**src/rtl/alu_dispatcher_if.sv**
```systemverilog
// Bundle of the command, ALU issue/status and response signals of alu_dispatcher.
// slave = the dispatcher itself, master = whatever drives commands and models the ALU.
interface alu_dispatcher_if #(
    parameter int WIDTH = 32
);
    logic             cmd_valid;
    logic             cmd_ready;
    logic [4:0]       cmd_op;
    logic [WIDTH-1:0] cmd_a;
    logic [WIDTH-1:0] cmd_b;
    logic             start_alu;
    logic [4:0]       op;
    logic [WIDTH-1:0] A;
    logic [WIDTH-1:0] B;
    logic             busy_alu;
    logic             valid_alu;
    logic             error_alu;
    logic [WIDTH-1:0] result;
    logic             rsp_valid;
    logic             rsp_ready;
    logic [WIDTH-1:0] rsp_data;
    logic [4:0]       rsp_op;
    logic             rsp_error;
    logic             rsp_timeout;

    modport slave (
        input  cmd_valid, cmd_op, cmd_a, cmd_b, busy_alu, valid_alu, error_alu, result, rsp_ready,
        output cmd_ready, start_alu, op, A, B, rsp_valid, rsp_data, rsp_op, rsp_error, rsp_timeout
    );

    modport master (
        output cmd_valid, cmd_op, cmd_a, cmd_b, busy_alu, valid_alu, error_alu, result, rsp_ready,
        input  cmd_ready, start_alu, op, A, B, rsp_valid, rsp_data, rsp_op, rsp_error, rsp_timeout
    );
endinterface

```
**src/rtl/alu_dispatcher.sv**
```systemverilog
// Queues ALU commands in a FIFO and issues them one at a time, collecting each result.
// Optional macro ALU_DISPATCHER_TIMEOUT_EN bounds the wait on handshake ops.
module alu_dispatcher #(
    parameter int WIDTH          = 32,
    parameter int FIFO_DEPTH     = 4,
    parameter int FIX_LAT        = 2,
    parameter int TIMEOUT_CYCLES = 1024
) (
    input  logic              clk,
    input  logic              rst_n,
    alu_dispatcher_if.slave   bus
);
    localparam int PTR_W   = $clog2(FIFO_DEPTH);
    localparam int CNT_MAX = (TIMEOUT_CYCLES > FIX_LAT) ? TIMEOUT_CYCLES : FIX_LAT;
    localparam int CNT_W   = $clog2(CNT_MAX) + 1;

    localparam logic [2:0] IDLE     = 3'd0;
    localparam logic [2:0] ISSUE    = 3'd1;
    localparam logic [2:0] WAIT_FIX = 3'd2;
    localparam logic [2:0] WAIT_VLD = 3'd3;
    localparam logic [2:0] RESP     = 3'd4;

    logic [4:0]       r_mem_op [FIFO_DEPTH];
    logic [WIDTH-1:0] r_mem_a  [FIFO_DEPTH];
    logic [WIDTH-1:0] r_mem_b  [FIFO_DEPTH];
    logic [PTR_W:0]   r_wr_ptr;
    logic [PTR_W:0]   r_rd_ptr;

    logic [2:0]       r_state;
    logic [CNT_W-1:0] r_cnt;
    logic [4:0]       r_op;
    logic [WIDTH-1:0] r_a;
    logic [WIDTH-1:0] r_b;
    logic [WIDTH-1:0] r_rsp_data;
    logic [4:0]       r_rsp_op;
    logic             r_rsp_error;
`ifdef ALU_DISPATCHER_TIMEOUT_EN
    logic             r_rsp_timeout;
`endif

    logic w_full;
    logic w_empty;
    logic w_push;
    logic w_pop;
    logic w_hs_op;

    // Pointers carry one extra wrap bit so full and empty are distinguishable.
    assign w_empty = (r_wr_ptr == r_rd_ptr);
    assign w_full  = (r_wr_ptr[PTR_W] != r_rd_ptr[PTR_W]) &&
                     (r_wr_ptr[PTR_W-1:0] == r_rd_ptr[PTR_W-1:0]);
    assign w_push  = bus.cmd_valid && !w_full;
    assign w_pop   = (r_state == IDLE) && !w_empty && !bus.busy_alu;
    assign w_hs_op = r_op inside {5'd8, 5'd9, 5'd10, 5'd11, 5'd14};

    always_ff @(posedge clk) begin
        if (w_push) begin
            r_mem_op[r_wr_ptr[PTR_W-1:0]] <= bus.cmd_op;
            r_mem_a[r_wr_ptr[PTR_W-1:0]]  <= bus.cmd_a;
            r_mem_b[r_wr_ptr[PTR_W-1:0]]  <= bus.cmd_b;
        end
    end

    always_ff @(posedge clk or negedge rst_n) begin
        if (!rst_n) begin
            r_wr_ptr <= '0;
            r_rd_ptr <= '0;
        end else begin
            if (w_push) r_wr_ptr <= r_wr_ptr + 1'b1;
            if (w_pop)  r_rd_ptr <= r_rd_ptr + 1'b1;
        end
    end

    always_ff @(posedge clk or negedge rst_n) begin
        if (!rst_n) begin
            r_state       <= IDLE;
            r_cnt         <= '0;
            r_op          <= '0;
            r_a           <= '0;
            r_b           <= '0;
            r_rsp_data    <= '0;
            r_rsp_op      <= '0;
            r_rsp_error   <= 1'b0;
`ifdef ALU_DISPATCHER_TIMEOUT_EN
            r_rsp_timeout <= 1'b0;
`endif
        end else begin
            case (r_state)
                IDLE: begin
                    if (w_pop) begin
                        r_op    <= r_mem_op[r_rd_ptr[PTR_W-1:0]];
                        r_a     <= r_mem_a[r_rd_ptr[PTR_W-1:0]];
                        r_b     <= r_mem_b[r_rd_ptr[PTR_W-1:0]];
                        r_state <= ISSUE;
                    end
                end
                ISSUE: begin
                    r_cnt   <= '0;
                    r_state <= w_hs_op ? WAIT_VLD : WAIT_FIX;
                end
                WAIT_FIX: begin
                    if (r_cnt == CNT_W'(FIX_LAT - 1)) begin
                        r_rsp_data    <= bus.result;
                        r_rsp_op      <= r_op;
                        r_rsp_error   <= 1'b0;
`ifdef ALU_DISPATCHER_TIMEOUT_EN
                        r_rsp_timeout <= 1'b0;
`endif
                        r_state       <= RESP;
                    end else begin
                        r_cnt <= r_cnt + 1'b1;
                    end
                end
                WAIT_VLD: begin
                    if (bus.valid_alu) begin
                        r_rsp_data    <= bus.result;
                        r_rsp_op      <= r_op;
                        r_rsp_error   <= bus.error_alu;
`ifdef ALU_DISPATCHER_TIMEOUT_EN
                        r_rsp_timeout <= 1'b0;
`endif
                        r_state       <= RESP;
                    end
`ifdef ALU_DISPATCHER_TIMEOUT_EN
                    else if (r_cnt == CNT_W'(TIMEOUT_CYCLES - 1)) begin
                        r_rsp_data    <= '0;
                        r_rsp_op      <= r_op;
                        r_rsp_error   <= 1'b0;
                        r_rsp_timeout <= 1'b1;
                        r_state       <= RESP;
                    end else begin
                        r_cnt <= r_cnt + 1'b1;
                    end
`endif
                end
                RESP: begin
                    if (bus.rsp_ready) r_state <= IDLE;
                end
                default: r_state <= IDLE;
            endcase
        end
    end

    assign bus.cmd_ready = !w_full;
    assign bus.start_alu = (r_state == ISSUE);
    assign bus.op        = r_op;
    assign bus.A         = r_a;
    assign bus.B         = r_b;
    assign bus.rsp_valid = (r_state == RESP);
    assign bus.rsp_data  = r_rsp_data;
    assign bus.rsp_op    = r_rsp_op;
    assign bus.rsp_error = r_rsp_error;
`ifdef ALU_DISPATCHER_TIMEOUT_EN
    assign bus.rsp_timeout = r_rsp_timeout;
`else
    assign bus.rsp_timeout = 1'b0;
`endif
endmodule
```
**src/flat_wrapper.sv**
```systemverilog
// flat-port wrapper written by rule: the top's interface ports become plain ports
module alu_dispatcher_flat 
#(
    parameter int WIDTH          = 32,
    parameter int FIFO_DEPTH     = 4,
    parameter int FIX_LAT        = 2,
    parameter int TIMEOUT_CYCLES = 1024
)
  (clk, rst_n, bus_cmd_valid, bus_cmd_op, bus_cmd_a, bus_cmd_b, bus_busy_alu, bus_valid_alu, bus_error_alu, bus_result, bus_rsp_ready, bus_cmd_ready, bus_start_alu, bus_op, bus_A, bus_B, bus_rsp_valid, bus_rsp_data, bus_rsp_op, bus_rsp_error, bus_rsp_timeout);
  alu_dispatcher_if #(.WIDTH(WIDTH)) bus_i ();
  input  logic clk;
  input  logic rst_n;
  input wire logic [$bits(bus_i.cmd_valid)-1:0] bus_cmd_valid;
  input wire logic [$bits(bus_i.cmd_op)-1:0] bus_cmd_op;
  input wire logic [$bits(bus_i.cmd_a)-1:0] bus_cmd_a;
  input wire logic [$bits(bus_i.cmd_b)-1:0] bus_cmd_b;
  input wire logic [$bits(bus_i.busy_alu)-1:0] bus_busy_alu;
  input wire logic [$bits(bus_i.valid_alu)-1:0] bus_valid_alu;
  input wire logic [$bits(bus_i.error_alu)-1:0] bus_error_alu;
  input wire logic [$bits(bus_i.result)-1:0] bus_result;
  input wire logic [$bits(bus_i.rsp_ready)-1:0] bus_rsp_ready;
  output wire logic [$bits(bus_i.cmd_ready)-1:0] bus_cmd_ready;
  output wire logic [$bits(bus_i.start_alu)-1:0] bus_start_alu;
  output wire logic [$bits(bus_i.op)-1:0] bus_op;
  output wire logic [$bits(bus_i.A)-1:0] bus_A;
  output wire logic [$bits(bus_i.B)-1:0] bus_B;
  output wire logic [$bits(bus_i.rsp_valid)-1:0] bus_rsp_valid;
  output wire logic [$bits(bus_i.rsp_data)-1:0] bus_rsp_data;
  output wire logic [$bits(bus_i.rsp_op)-1:0] bus_rsp_op;
  output wire logic [$bits(bus_i.rsp_error)-1:0] bus_rsp_error;
  output wire logic [$bits(bus_i.rsp_timeout)-1:0] bus_rsp_timeout;
  assign bus_i.cmd_valid = bus_cmd_valid;
  assign bus_i.cmd_op = bus_cmd_op;
  assign bus_i.cmd_a = bus_cmd_a;
  assign bus_i.cmd_b = bus_cmd_b;
  assign bus_i.busy_alu = bus_busy_alu;
  assign bus_i.valid_alu = bus_valid_alu;
  assign bus_i.error_alu = bus_error_alu;
  assign bus_i.result = bus_result;
  assign bus_i.rsp_ready = bus_rsp_ready;
  assign bus_cmd_ready = bus_i.cmd_ready;
  assign bus_start_alu = bus_i.start_alu;
  assign bus_op = bus_i.op;
  assign bus_A = bus_i.A;
  assign bus_B = bus_i.B;
  assign bus_rsp_valid = bus_i.rsp_valid;
  assign bus_rsp_data = bus_i.rsp_data;
  assign bus_rsp_op = bus_i.rsp_op;
  assign bus_rsp_error = bus_i.rsp_error;
  assign bus_rsp_timeout = bus_i.rsp_timeout;
  alu_dispatcher #(.WIDTH(WIDTH), .FIFO_DEPTH(FIFO_DEPTH), .FIX_LAT(FIX_LAT), .TIMEOUT_CYCLES(TIMEOUT_CYCLES)) u_core (.clk(clk), .rst_n(rst_n), .bus(bus_i));
endmodule
```
**config.mk**
```make
export PLATFORM = sky130hd
export DESIGN_NAME = alu_dispatcher_flat
export DESIGN_NICKNAME = d
export VERILOG_FILES = /design/src/rtl/alu_dispatcher_if.sv /design/src/rtl/alu_dispatcher.sv /design/src/flat_wrapper.sv
export SDC_FILE = /design/constraint.sdc
export NUM_CORES = 1
export LEC_CHECK = 0
export ABC_AREA = 1
export BUFFER_PORTS_ARGS = -buffer_cell sky130_fd_sc_hd__buf_2
export CAP_MARGIN = 0
export CORE_MARGIN = 4
export CORE_UTILIZATION = 61
export CTS_CLUSTER_SIZE = 16
export DETAILED_ROUTE_END_ITERATION = 8
export PLACE_DENSITY = 0.89
export SYNTH_ARGS = -nofsm -noshare
export SYNTH_HDL_FRONTEND = slang
export SYNTH_SLANG_ARGS = --single-unit
export TNS_END_PERCENT = 5
```
**constraint.sdc**
```tcl
create_clock -name clk -period 7.7 [get_ports clk]
set_input_delay 1.54 -clock clk [delete_from_list [all_inputs] [get_ports clk]]
set_output_delay 1.54 -clock clk [all_outputs]
set_load 0.005 [all_outputs]
```
==> key figures, run 1 <==
Synthesis
  • Number of synthesized flops with an enable pin: 276
  • Syn Nets: 1394
  • Post-Syn Area per Cell: 12.13 µm²
  • Asr flop ratio synth: 31.51%
  • Synth area leaders: edfxtp_1 (53%), dfrtp_1 (20%), nand2_1 (8.0%), o21ai_0 (4.8%), nor2_1 (3.7%)
  • Yosys warning count: 0
  • Main synth FF type: edfxtp_1
  • Post-Syn Area: 0.01552 mm²
  • Dominant cell type by area after synthesis: edfxtp_1
  • Post-synthesis sequential area ratio: 73.89%
  • Synth top area share: 53.41%
  • Syn Inst Count: 1279
  • Netlist cell types: 33
  • Synth Register Bits: 403

Global route
  • Largest net degree at the start of global routing: 106
  • First-pass GRT wire length: 55010 µm
  • Vias in the first global route: 10515
  • Initial antenna violation count: 2
  • Congestion Overflow GR: 0
  • GR Util All Layers: 24.49%

Place
  • Port buffer count: 217
  • Placed Instance Area: 0.01672 mm²
  • DP HPWL: 19900 µm
  • Global placement routability congestion: 0.8419

Setup path
  • Crit. End Element: output port
  • CP Max Fanout: 58
  • Critical-path top delay cell: dfrtp_4
  • Crit path DAT: 1870 ps
  • WS Path Type: reg -> out
  • WP data required: 6160 ps
  • Slowest stage delay, CP: 850 ps
  • Crit-path cells: xnor2_1, nand3b_1, buf_2
  • Worst setup SP type: flop

Pwr
  • Max VDD drop: 0.2585 mV
  • Switching Share: 34.61%
  • Power density cells: 412.5 mW/mm²
  • Internal: 4.874 mW
  • Comb power frac: 29.5%
  • NetSw: 2.580 mW
  • Flop pwr share: 44.2%
  • Clock power frac: 26.3%
  • Pleak: 7.533 nW

STA
  • Final setup fails: 0
  • Final TNS setup: 0 ps
  • Fin crit share: 44.35%
  • Clk_skew: 22.32 ps
  • Worst Max-Slew Pin Slew: 1222 ps
  • Final Hold Fails: 0
  • Min Tclk post-route: 3415 ps
  • Max Freq: 292.8 MHz
  • RSZ-0062 raised after global routing: no
  • Rel. slew slack: 18.44%
  • Slew Viols, Final: 0

Floorplanning
  • Die area: 0.02806 mm²
  • Die W: 167.5 µm
  • Initial core utilization: 61.80%
  • Core area: 0.02511 mm²
  • FP Rows: 58
  • I/O pin cnt: 219
  • Die Span Y: 167.5 µm

Job
  • Max Cap Viol: 0

Clocking
  • Clock latency on the worst-skew pair: 530 ps
  • Clk buf depth: 3
  • CTS tree: yes
  • H-tree levels: 2
  • Total CTS buffers: 40
  • Postcts setup bufs: 0
  • Clock sinks: 403
  • Post-cts resize count: 0
  • Worst-path clk slew: 60 ps
  • CTS root buf: clkbuf_16
  • Hold_buf cts: 0

Drt
  • DRT iter0 DRCs: 960
  • Avg Vias per Cell: 5.664
  • Number of remaining DRC errors: 0
  • Final wirelength: 34740 µm
  • Routed len/inst: 18.88 µm
  • First-pass DRT Iterations: 5
  • Post-route ant nets: 0
  • Vias: 10421

Finish
  • P&R area growth vs syn: 16.45%
  • Nets: 1591
  • Layout cells sized above 1: 21.15%
  • Fill count: 1646
  • Register Area: 0.01147 mm²
  • Multi-input logic area: 0.003561 mm²
  • Post-layout instance area: 0.01807 mm²

Outcome
  • Status: finished, final reports clean

Hold path
  • Worst hold-check path type: reg -> reg
[metal layers]
layer  track usage (%)  vias to the layer above  wire, µm
met3             4.297                       59      2537
met5                 0                        -        11
met4             7.234                        2       653
met1             32.20                     5104     13880
met2             42.45                      443     17660
li1                  -                     4813         -
[synth_stat cells (8+ instances only)]
cell / instances
nor2_1: 151
nand2_1: 329
o21ai_0: 150
dfrtp_1: 127
nor3_1: 8
nand3_1: 18
nand2_2: 11
edfxtp_1: 276
clkbuf_1: 33
inv_1: 28
o22ai_1: 71
buf_2: 21
buf_6: 11
[cells by family (layout without fill, tap and decap cells)]
family,after synthesis,after routing,share of synthesized area (%)
other,1,3,0.02416
XOR/XNOR,10,10,0.5644
adder cells (fa/ha/maj),7,7,0.5644
AND/OR/NAND/NOR,530,530,13.60
AO/OA/AOI/OAI,227,227,7.998
buffers and inverters,101,330,3.362
flip-flops,403,403,73.89
[power groups by stage]
stage / combinational (mW) / clock, mW / sequential, mW
after global placement: 2.09 / 0 / 3.29
after CTS: 2.22 / 1.99 / 3.29
after global routing: 2.47 / 2.09 / 3.35
after floorplan: 1.45 / 0 / 3.29
after detailed placement: 2.18 / 0 / 3.32
final: 2.20 / 1.96 / 3.29
[sequential cells by signal, indices dropped and copies added, names as in the netlist]
register,cells
u_core.bus.A,32
u_core.bus.B,32
u_core.bus.op,5
u_core.bus.rsp_data,32
u_core.bus.rsp_error,1
u_core.bus.rsp_op,5
u_core.r_cnt,11
u_core.r_mem_a,128
u_core.r_mem_b,128
u_core.r_mem_op,20
u_core.r_rd_ptr,3
u_core.r_state,3
u_core.r_wr_ptr,3
[worst max-delay path: cells and delay by family, from the launching register on]
family | cells | cell delay, ps
buffers and inverters | 1 | 160
XOR/XNOR | 1 | 220
AND/OR/NAND/NOR | 1 | 120
flip-flops | 1 | 850
[path summary, 6_finish.rpt]
check	to	slack [ps]	from	cells past startpoint
min in group asynchronous	u_core.bus.rsp_data[28]	940	rst_n	1
setup reg to reg	u_core.r_mem_a[3][1]	4310	u_core.r_rd_ptr[0]	5
hold reg to reg	u_core.bus.rsp_data[29]	470	u_core.bus.rsp_data[29]	2
hold / removal	u_core.bus.rsp_data[29]	470	u_core.bus.rsp_data[29]	2
max in group asynchronous	u_core.r_rd_ptr[0]	5250	rst_n	2
setup / recovery	bus_cmd_ready	4290	u_core.r_rd_ptr[0]	3
[placed cells by master, fill, tap and decap left out, drive strengths merged]
cell	count
a21oi	1
buf	225
bufinv	4
clkbuf	55
clkinv	12
conb	1
dfrtp	127
diode	2
edfxtp	276
ha	7
inv	34
nand2	341
nand3	19
nand3b	2
nand4	4
nor2	154
nor3	8
nor4	1
o21ai	153
o21bai	2
o22ai	71
or2	1
xnor2	4
xor2	6
[final cells by class]
cell class	count	share of cell area, %
flip-flops and latches	403	63.48
multi-input cells	775	19.71
repair buffers	225	6.377
clock buffers	55	6.301
well taps	330	2.285
clock inverters	19	1.156
inverters	31	0.6716
diodes	2	0.02770
[through the flow]
step | setup WS (ps) | power (mW) | util [%] | cells | hold slack, ps
6_report | 4285 | 7.455 | 71.97 | 1840 | 468.7
5_1_grt | 4085 | 7.917 | 71.96 | 1839 | 481.8
4_1_cts | 4288 | 7.499 | 71.95 | 1838 | 470.3
3_5_place_dp | 3894 | 5.499 | 66.58 | 1764 | 457.6
3_3_place_gp | 3901 | 5.389 | 66.58 | 1764 | 448.0
2_1_floorplan | 2579 | 4.739 | - | 1279 | 465.0
Note: power is estimated with default switching activity, not from simulation.
==> inputs of run 2 (changes only) <==
- CORE_UTILIZATION: 61 -> 51
- PLACE_DENSITY: 0.89 -> 0.8
- clock period: 7.7 -> 2.9 ns (I/O delays scaled with it)
==> run 2 against run 1 <==
Clock power increased to 2.6 times the previous value. Global-route usage is 4.0 points lower. Worst setup slack worse by 3600 ps. Sequential cell count stayed put. Sequential power rose to 2.6 times the previous value. Critical path depth increased by 4. Power increased to 2.6 times the previous value. Final area up 1.1%. Combinational power rose to 2.8 times the previous value. First-iteration DRC count down 13%. Register-to-register slack lost 3600 ps. Critical endpoint is now u_core.bus.B[25]. Largest cell class unchanged. Highest routed layer unchanged.
==> key figures, run 2 (synthesized netlist as in run 1, its figures left out) <==
Outcome
  • Status: finished, final reports clean (unchanged)

Setup path
  • Most used cell, CP: nand2_1
  • Critical-path top delay cell: buf_4 (was dfrtp_4)
  • Worst path bufs/invs: 3 (was 1)
  • Slowest stage delay, CP: 640 ps (was 850 ps)
  • WP data required: 3320 ps (was 6160 ps)
  • Crit path DAT: 2630 ps (was 1870 ps)
  • Cell family with most CP delay: buffers and inverters (was flip-flops)
  • WS Path Type: reg -> reg (was reg -> out)
  • Crit-path cells: buf_4, inv_2, buf_12, o21ai_0, o22ai_1, nand2_1, nand2_1 (was xnor2_1, nand3b_1, buf_2)
  • Worst setup SP type: flop (unchanged)
  • CP Max Fanout: 71 (was 58)
  • Crit. End Element: flop (was output port)

Floorplanning
  • Die W: 182.4 µm (was 167.5 µm)
  • FP Rows: 63 (was 58)
  • Initial core utilization: 52.08% (was 61.80%)
  • Core area: 0.02980 mm² (was 0.02511 mm²)
  • Die area: 0.03328 mm² (was 0.02806 mm²)
  • Die Span Y: 182.4 µm (was 167.5 µm)
  • I/O pin cnt: 219 (unchanged)

Drt
  • Vias: 10318 (was 10421)
  • Routed len/inst: 18.12 µm (was 18.88 µm)
  • First-pass DRT Iterations: 5 (unchanged)
  • Avg Vias per Cell: 5.399 (was 5.664)
  • Final wirelength: 34630 µm (was 34740 µm)
  • Number of remaining DRC errors: 0 (unchanged)
  • Post-route ant nets: 0 (unchanged)
  • DRT iter0 DRCs: 839 (was 960)

STA
  • Fin crit share: 76.41%
  • Clk_skew: 13.72 ps (was 22.32 ps)
  • Min Tclk post-route: 2216 ps
  • Final worst setup slack: 684.2 ps (was 4285 ps)
  • Rel. slew slack: 43.57% (was 18.44%)
  • Slew Viols, Final: 0 (unchanged)
  • RSZ-0062 raised after global routing: no (unchanged)
  • Max Freq: 451.3 MHz
  • Final Hold Fails: 0 (unchanged)
  • Final setup fails: 0 (unchanged)
  • Worst Max-Slew Pin Slew: 846.5 ps (was 1222 ps)
  • Final TNS setup: 0 ps (unchanged)

Clocking
  • CTS root buf: clkbuf_16 (unchanged)
  • Postcts setup bufs: 0 (unchanged)
  • Hold_buf cts: 0 (unchanged)
  • Clk buf depth: 3 (unchanged)
  • Clock latency on the worst-skew pair: 530 ps (about the same)
  • Total CTS buffers: 41 (was 40)
  • CTS tree: yes (unchanged)
  • Worst-path clk slew: 60 ps (about the same)
  • Post-cts resize count: 0 (unchanged)
  • Clock sinks: 403 (unchanged)
  • H-tree levels: 2 (unchanged)

Finish
  • Nets: 1603 (was 1591)
  • Most frequent cells in the layout: nand2_1 (329), edfxtp_1 (276), buf_2 (216) (unchanged)
  • Post-layout instance area: 0.01826 mm² (was 0.01807 mm²)
  • Commonest non-fill, non-tap cell in the layout: nand2_1 (unchanged)
  • Layout cells sized above 1: 21.12% (was 21.15%)
  • P&R area growth vs syn: 17.69% (was 16.45%)
  • Fill count: 2274 (was 1646)

Pwr
  • Pleak: 7.573 nW (was 7.533 nW)
  • Max VDD drop: 0.6260 mV (was 0.2585 mV)
  • Flop pwr share: 43.6% (was 44.2%)
  • Switching Share: 34.55% (was 34.61%)
  • NetSw: 6.822 mW (was 2.580 mW)
  • Clock power frac: 25.6% (was 26.3%)
  • Design Power: 19.74 mW (was 7.455 mW)
  • Power density cells: 1081 mW/mm² (was 412.5 mW/mm²)
  • Comb power frac: 30.8% (was 29.5%)
  • Internal: 12.92 mW (was 4.874 mW)

Place
  • Pre-CTS setup slack: 737.0 ps (was 3894 ps)
  • DP HPWL: 20860 µm (was 19900 µm)
  • Port buffer count: 217 (unchanged)
  • Global placement routability congestion: 0.8256 (was 0.8419)
  • Placed Instance Area: 0.01696 mm² (was 0.01672 mm²)

Global route
  • First-pass GRT wire length: 54770 µm (was 55010 µm)
  • Vias in the first global route: 10477 (was 10515)
  • Congestion Overflow GR: 0 (unchanged)
  • GR Util All Layers: 20.48% (was 24.49%)
  • Largest net degree at the start of global routing: 141 (was 106)
  • Initial antenna violation count: 6 (was 2)

Hold path
  • Worst hold-check path type: in -> async (was reg -> reg)

Job
  • Max Cap Viol: 0 (unchanged)
-- run 2: cell count changes in the layout (fill, tap and decap cells not counted), sizes merged --
cell      previous run  this run
buf                225       236
bufinv               4         3
clkbuf              55        52
clkinv              12        16
clkinvlp             0         2
diode                2         1
inv                 34        33
-- run 2: per-stage QoR --
stage	hold WS [ps]	util [%]	instances
floorplan	284.4	-	1279
global placement	448.4	56.93	1835
detailed placement	453.6	56.93	1835
CTS	36.08	61.29	1910
global route	66.39	61.30	1911
finish	25.98	61.30	1911
-- run 2: path summary, 6_finish.rpt --
kind | from | end | slack (ps) | depth (start not counted)
min in group clk | bus_cmd_op[4] | u_core.r_mem_op[0][4] | 270 | 1
worst min register to register | u_core.bus.rsp_data[23] | u_core.bus.rsp_data[23] | 460 | 2
worst min-delay path | rst_n | u_core.bus.rsp_data[25] | 30 | 1
worst max-delay path | u_core.r_rd_ptr[1] | u_core.bus.B[25] | 680 | 7
worst max register to register | u_core.r_rd_ptr[1] | u_core.bus.B[25] | 680 | 7
max in group asynchronous | rst_n | u_core.bus.A[0] | 2080 | 2
-- run 2: cell type report --
type / count / area [µm²] / share of cell area (%)
sequential: 403 / 11470 / 62.81
tap: 390 / 488.0 / 2.672
clock buffer: 52 / 1109 / 6.070
multi-input combinational: 775 / 3561 / 19.50
timing repair buffer: 236 / 1323 / 7.241
antenna: 1 / 2.502 / 0.01370
inverter: 31 / 121.4 / 0.6645
clock inverter: 23 / 188.9 / 1.034
-- run 2: power by group through the flow --
| stage | Clock, mW | Sequential (mW) | Combinational [mW] |
|---|---|---|---|
| floorplan | 0 | 8.69 | 3.86 |
| global placement | 0 | 8.64 | 5.91 |
| detailed placement | 0 | 8.70 | 6.12 |
| CTS | 5.16 | 8.60 | 6.18 |
| global route | 5.41 | 8.75 | 6.86 |
| finish | 5.05 | 8.60 | 6.09 |
-- run 2: per-layer routing --
metal	vias up	global-route usage, %	wire [µm]
met2	381	34.10	16770
li1	4841	-	-
met3	78	4.425	2351
met1	5008	27.51	14560
met5	-	0	73
met4	10	5.914	879
==> inputs of run 3 (changes only) <==
- clock period: 2.9 -> 2 ns (I/O delays scaled with it)
==> run 3 against run 2 <==
The flow now finishes with violations (negative setup slack). Worst setup slack worse by 740 ps. Cell count increased by 0.73%. Sequential share of layout area is 1.1 points lower. Utilization is 1.1 points higher. Largest cell class unchanged. First-iteration DRC count is 22% higher. Sequential cell count stayed put. Die area stayed put. Power increased by 48%. Combinational power up 54%. Hold slack improved by 55 ps.
==> key figures, run 3 (synthesized netlist as in run 1, its figures left out) <==
Finish
  • Most frequent cells in the layout: nand2_1 (328), edfxtp_1 (276), buf_2 (215) (was nand2_1 (329), edfxtp_1 (276), buf_2 (216))
  • Fin util: 62.37% (was 61.30%)
  • Commonest non-fill, non-tap cell in the layout: nand2_1 (unchanged)
  • Layout cells sized above 1: 22.64% (was 21.12%)
  • Nets: 1618 (was 1603)
  • P&R area growth vs syn: 19.75% (was 17.69%)

STA
  • Worst Max-Slew Pin Slew: 592.9 ps (was 846.5 ps)
  • Slew Viols, Final: 0 (unchanged)
  • Clk_skew: 10.31 ps (was 13.72 ps)
  • Fin crit share: 102.5%
  • Final TNS setup: -50.80 ps (was 0 ps)
  • Max Freq: 487.6 MHz
  • Rel. slew slack: 60.17% (was 43.57%)
  • Final setup fails: 1 (was 0)
  • Min Tclk post-route: 2051 ps
  • RSZ-0062 raised after global routing: yes (was no)
  • Final Hold Fails: 0 (unchanged)
  • Final worst setup slack: -50.80 ps (was 684.2 ps)

Floorplanning
  • Core area: 0.02980 mm² (unchanged)
  • Initial core utilization: 52.08% (unchanged)
  • I/O pin cnt: 219 (unchanged)
  • Die W: 182.4 µm (unchanged)
  • FP Rows: 63 (unchanged)
  • Die Span Y: 182.4 µm (unchanged)
  • Die area: 0.03328 mm² (unchanged)

Drt
  • First-pass DRT Iterations: 5 (unchanged)
  • Number of remaining DRC errors: 0 (unchanged)
  • Final wirelength: 35280 µm (was 34630 µm)
  • Vias: 10426 (was 10318)
  • DRT iter0 DRCs: 1022 (was 839)
  • Post-route ant nets: 0 (unchanged)
  • Avg Vias per Cell: 5.416 (was 5.399)
  • Routed len/inst: 18.33 µm (was 18.12 µm)

Place
  • Global placement routability congestion: 0.8881 (was 0.8256)
  • DP HPWL: 21920 µm (was 20860 µm)
  • Port buffer count: 217 (unchanged)

Setup path
  • Slowest stage delay, CP: 510 ps (was 640 ps)
  • Worst setup SP type: flop (unchanged)
  • WP data required: 1600 ps (was 3320 ps)
  • Critical-path top delay cell: dfrtp_4 (was buf_4)
  • Crit-path cells: xnor2_4, nand3b_1, buf_6, buf_6 (was buf_4, inv_2, buf_12, o21ai_0, o22ai_1, nand2_1, nand2_1)
  • Crit path DAT: 1650 ps (was 2630 ps)
  • Crit. End Element: output port (was flop)
  • Most used cell, CP: buf_6 (was nand2_1)
  • CP Max Fanout: 2 (was 71)
  • WS Path Type: reg -> out (was reg -> reg)

Pwr
  • Power density cells: 1575 mW/mm² (was 1081 mW/mm²)
  • Max VDD drop: 0.9377 mV (was 0.6260 mV)
  • Pleak: 7.716 nW (was 7.573 nW)

Job
  • Max Cap Viol: 0 (unchanged)

Global route
  • First-pass GRT wire length: 54810 µm (was 54770 µm)
  • Initial antenna violation count: 8 (was 6)
  • Largest net degree at the start of global routing: 118 (was 141)
  • Congestion Overflow GR: 0 (unchanged)
  • Vias in the first global route: 10280 (was 10477)
  • GR Util All Layers: 20.60% (was 20.48%)

Clocking
  • Clk buf depth: 3 (unchanged)
  • CTS root buf: clkbuf_16 (unchanged)
  • Clock latency on the worst-skew pair: 520 ps (was 530 ps)
  • H-tree levels: 2 (unchanged)
  • CTS tree: yes (unchanged)
  • Worst-path clk slew: 60 ps (about the same)
  • Clock sinks: 403 (unchanged)
  • Total CTS buffers: 39 (was 41)

Outcome
  • Failing checks: negative setup slack
  • Status: finished, violations left (was finished, final reports clean)

Hold path
  • Worst hold-check path type: in -> reg (was in -> async)
[run 3: through the flow]
step           cell area (µm²)  setup WS (ps)  std cells  hold WS [ps]  power (mW)
2_1_floorplan            15570         -462.8       1279         104.4       18.22
3_3_place_gp             17190          167.4       1848         347.4       21.41
3_5_place_dp             17190          68.09       1848         353.6       21.84
4_1_cts                  18530         -56.88       1922         66.72       29.35
5_1_grt                  18580         -85.13       1925         72.90       31.07
6_report                 18580         -50.80       1925         81.34       29.26
[run 3: worst paths after layout]
path,from,endpoint,slack [ps],cells past startpoint
worst max-delay path,u_core.r_rd_ptr[0],bus_cmd_ready,-50,4
worst min-delay path,bus_result[15],u_core.bus.rsp_data[15],80,3
worst max register to register,u_core.r_rd_ptr[0],u_core.bus.A[21],70,9
worst min register to register,u_core.bus.rsp_data[11],u_core.bus.rsp_data[11],470,2
max in group asynchronous,rst_n,u_core.bus.B[2],1010,3
min in group asynchronous,rst_n,u_core.bus.rsp_data[31],370,2
[run 3: timing repair]
action | in CTS | in global routing
endpoints found under the hold margin | 35 | 0
gates resized for setup | 3 | 9
pin swaps | 1 | 3
buffers inserted | 2 | 1
hold buffers | 1 | 0
setup endpoints to repair | 1 | 53
[run 3: final cells by class]
| type | count | area (µm²) |
|---|---|---|
| flip-flops and latches | 403 | 11470 |
| inverters | 31 | 128.9 |
| multi-input cells | 775 | 3600 |
| diodes | 2 | 5.005 |
| fillers | 2194 | 11210 |
| repair buffers | 253 | 1583 |
| clock inverters | 16 | 167.7 |
| clock buffers | 55 | 1139 |
| well taps | 390 | 488.0 |
[run 3: per-layer routing]
metal  share of wire [%]  track usage (%)  up-vias
met5                0.18                0        -
met4                 2.7            7.115       10
met3                 7.1            3.827       73
met2                  50            34.73      430
met1                  40            27.16     5047
li1                    -                -     4866
[run 3: power breakdown]
group	switching, mW	internal, mW
Combinational	6.03	3.37
Clock	2.98	4.38
Sequential	1.01	11.5
[run 3: critical path: cells and delay by family (launching register included)]
kind	cells	cell delay (ps)
and+or+nand+nor	1	190
DFF	1	510
xor gates and xnor gates	1	150
buffers and inverters	2	290
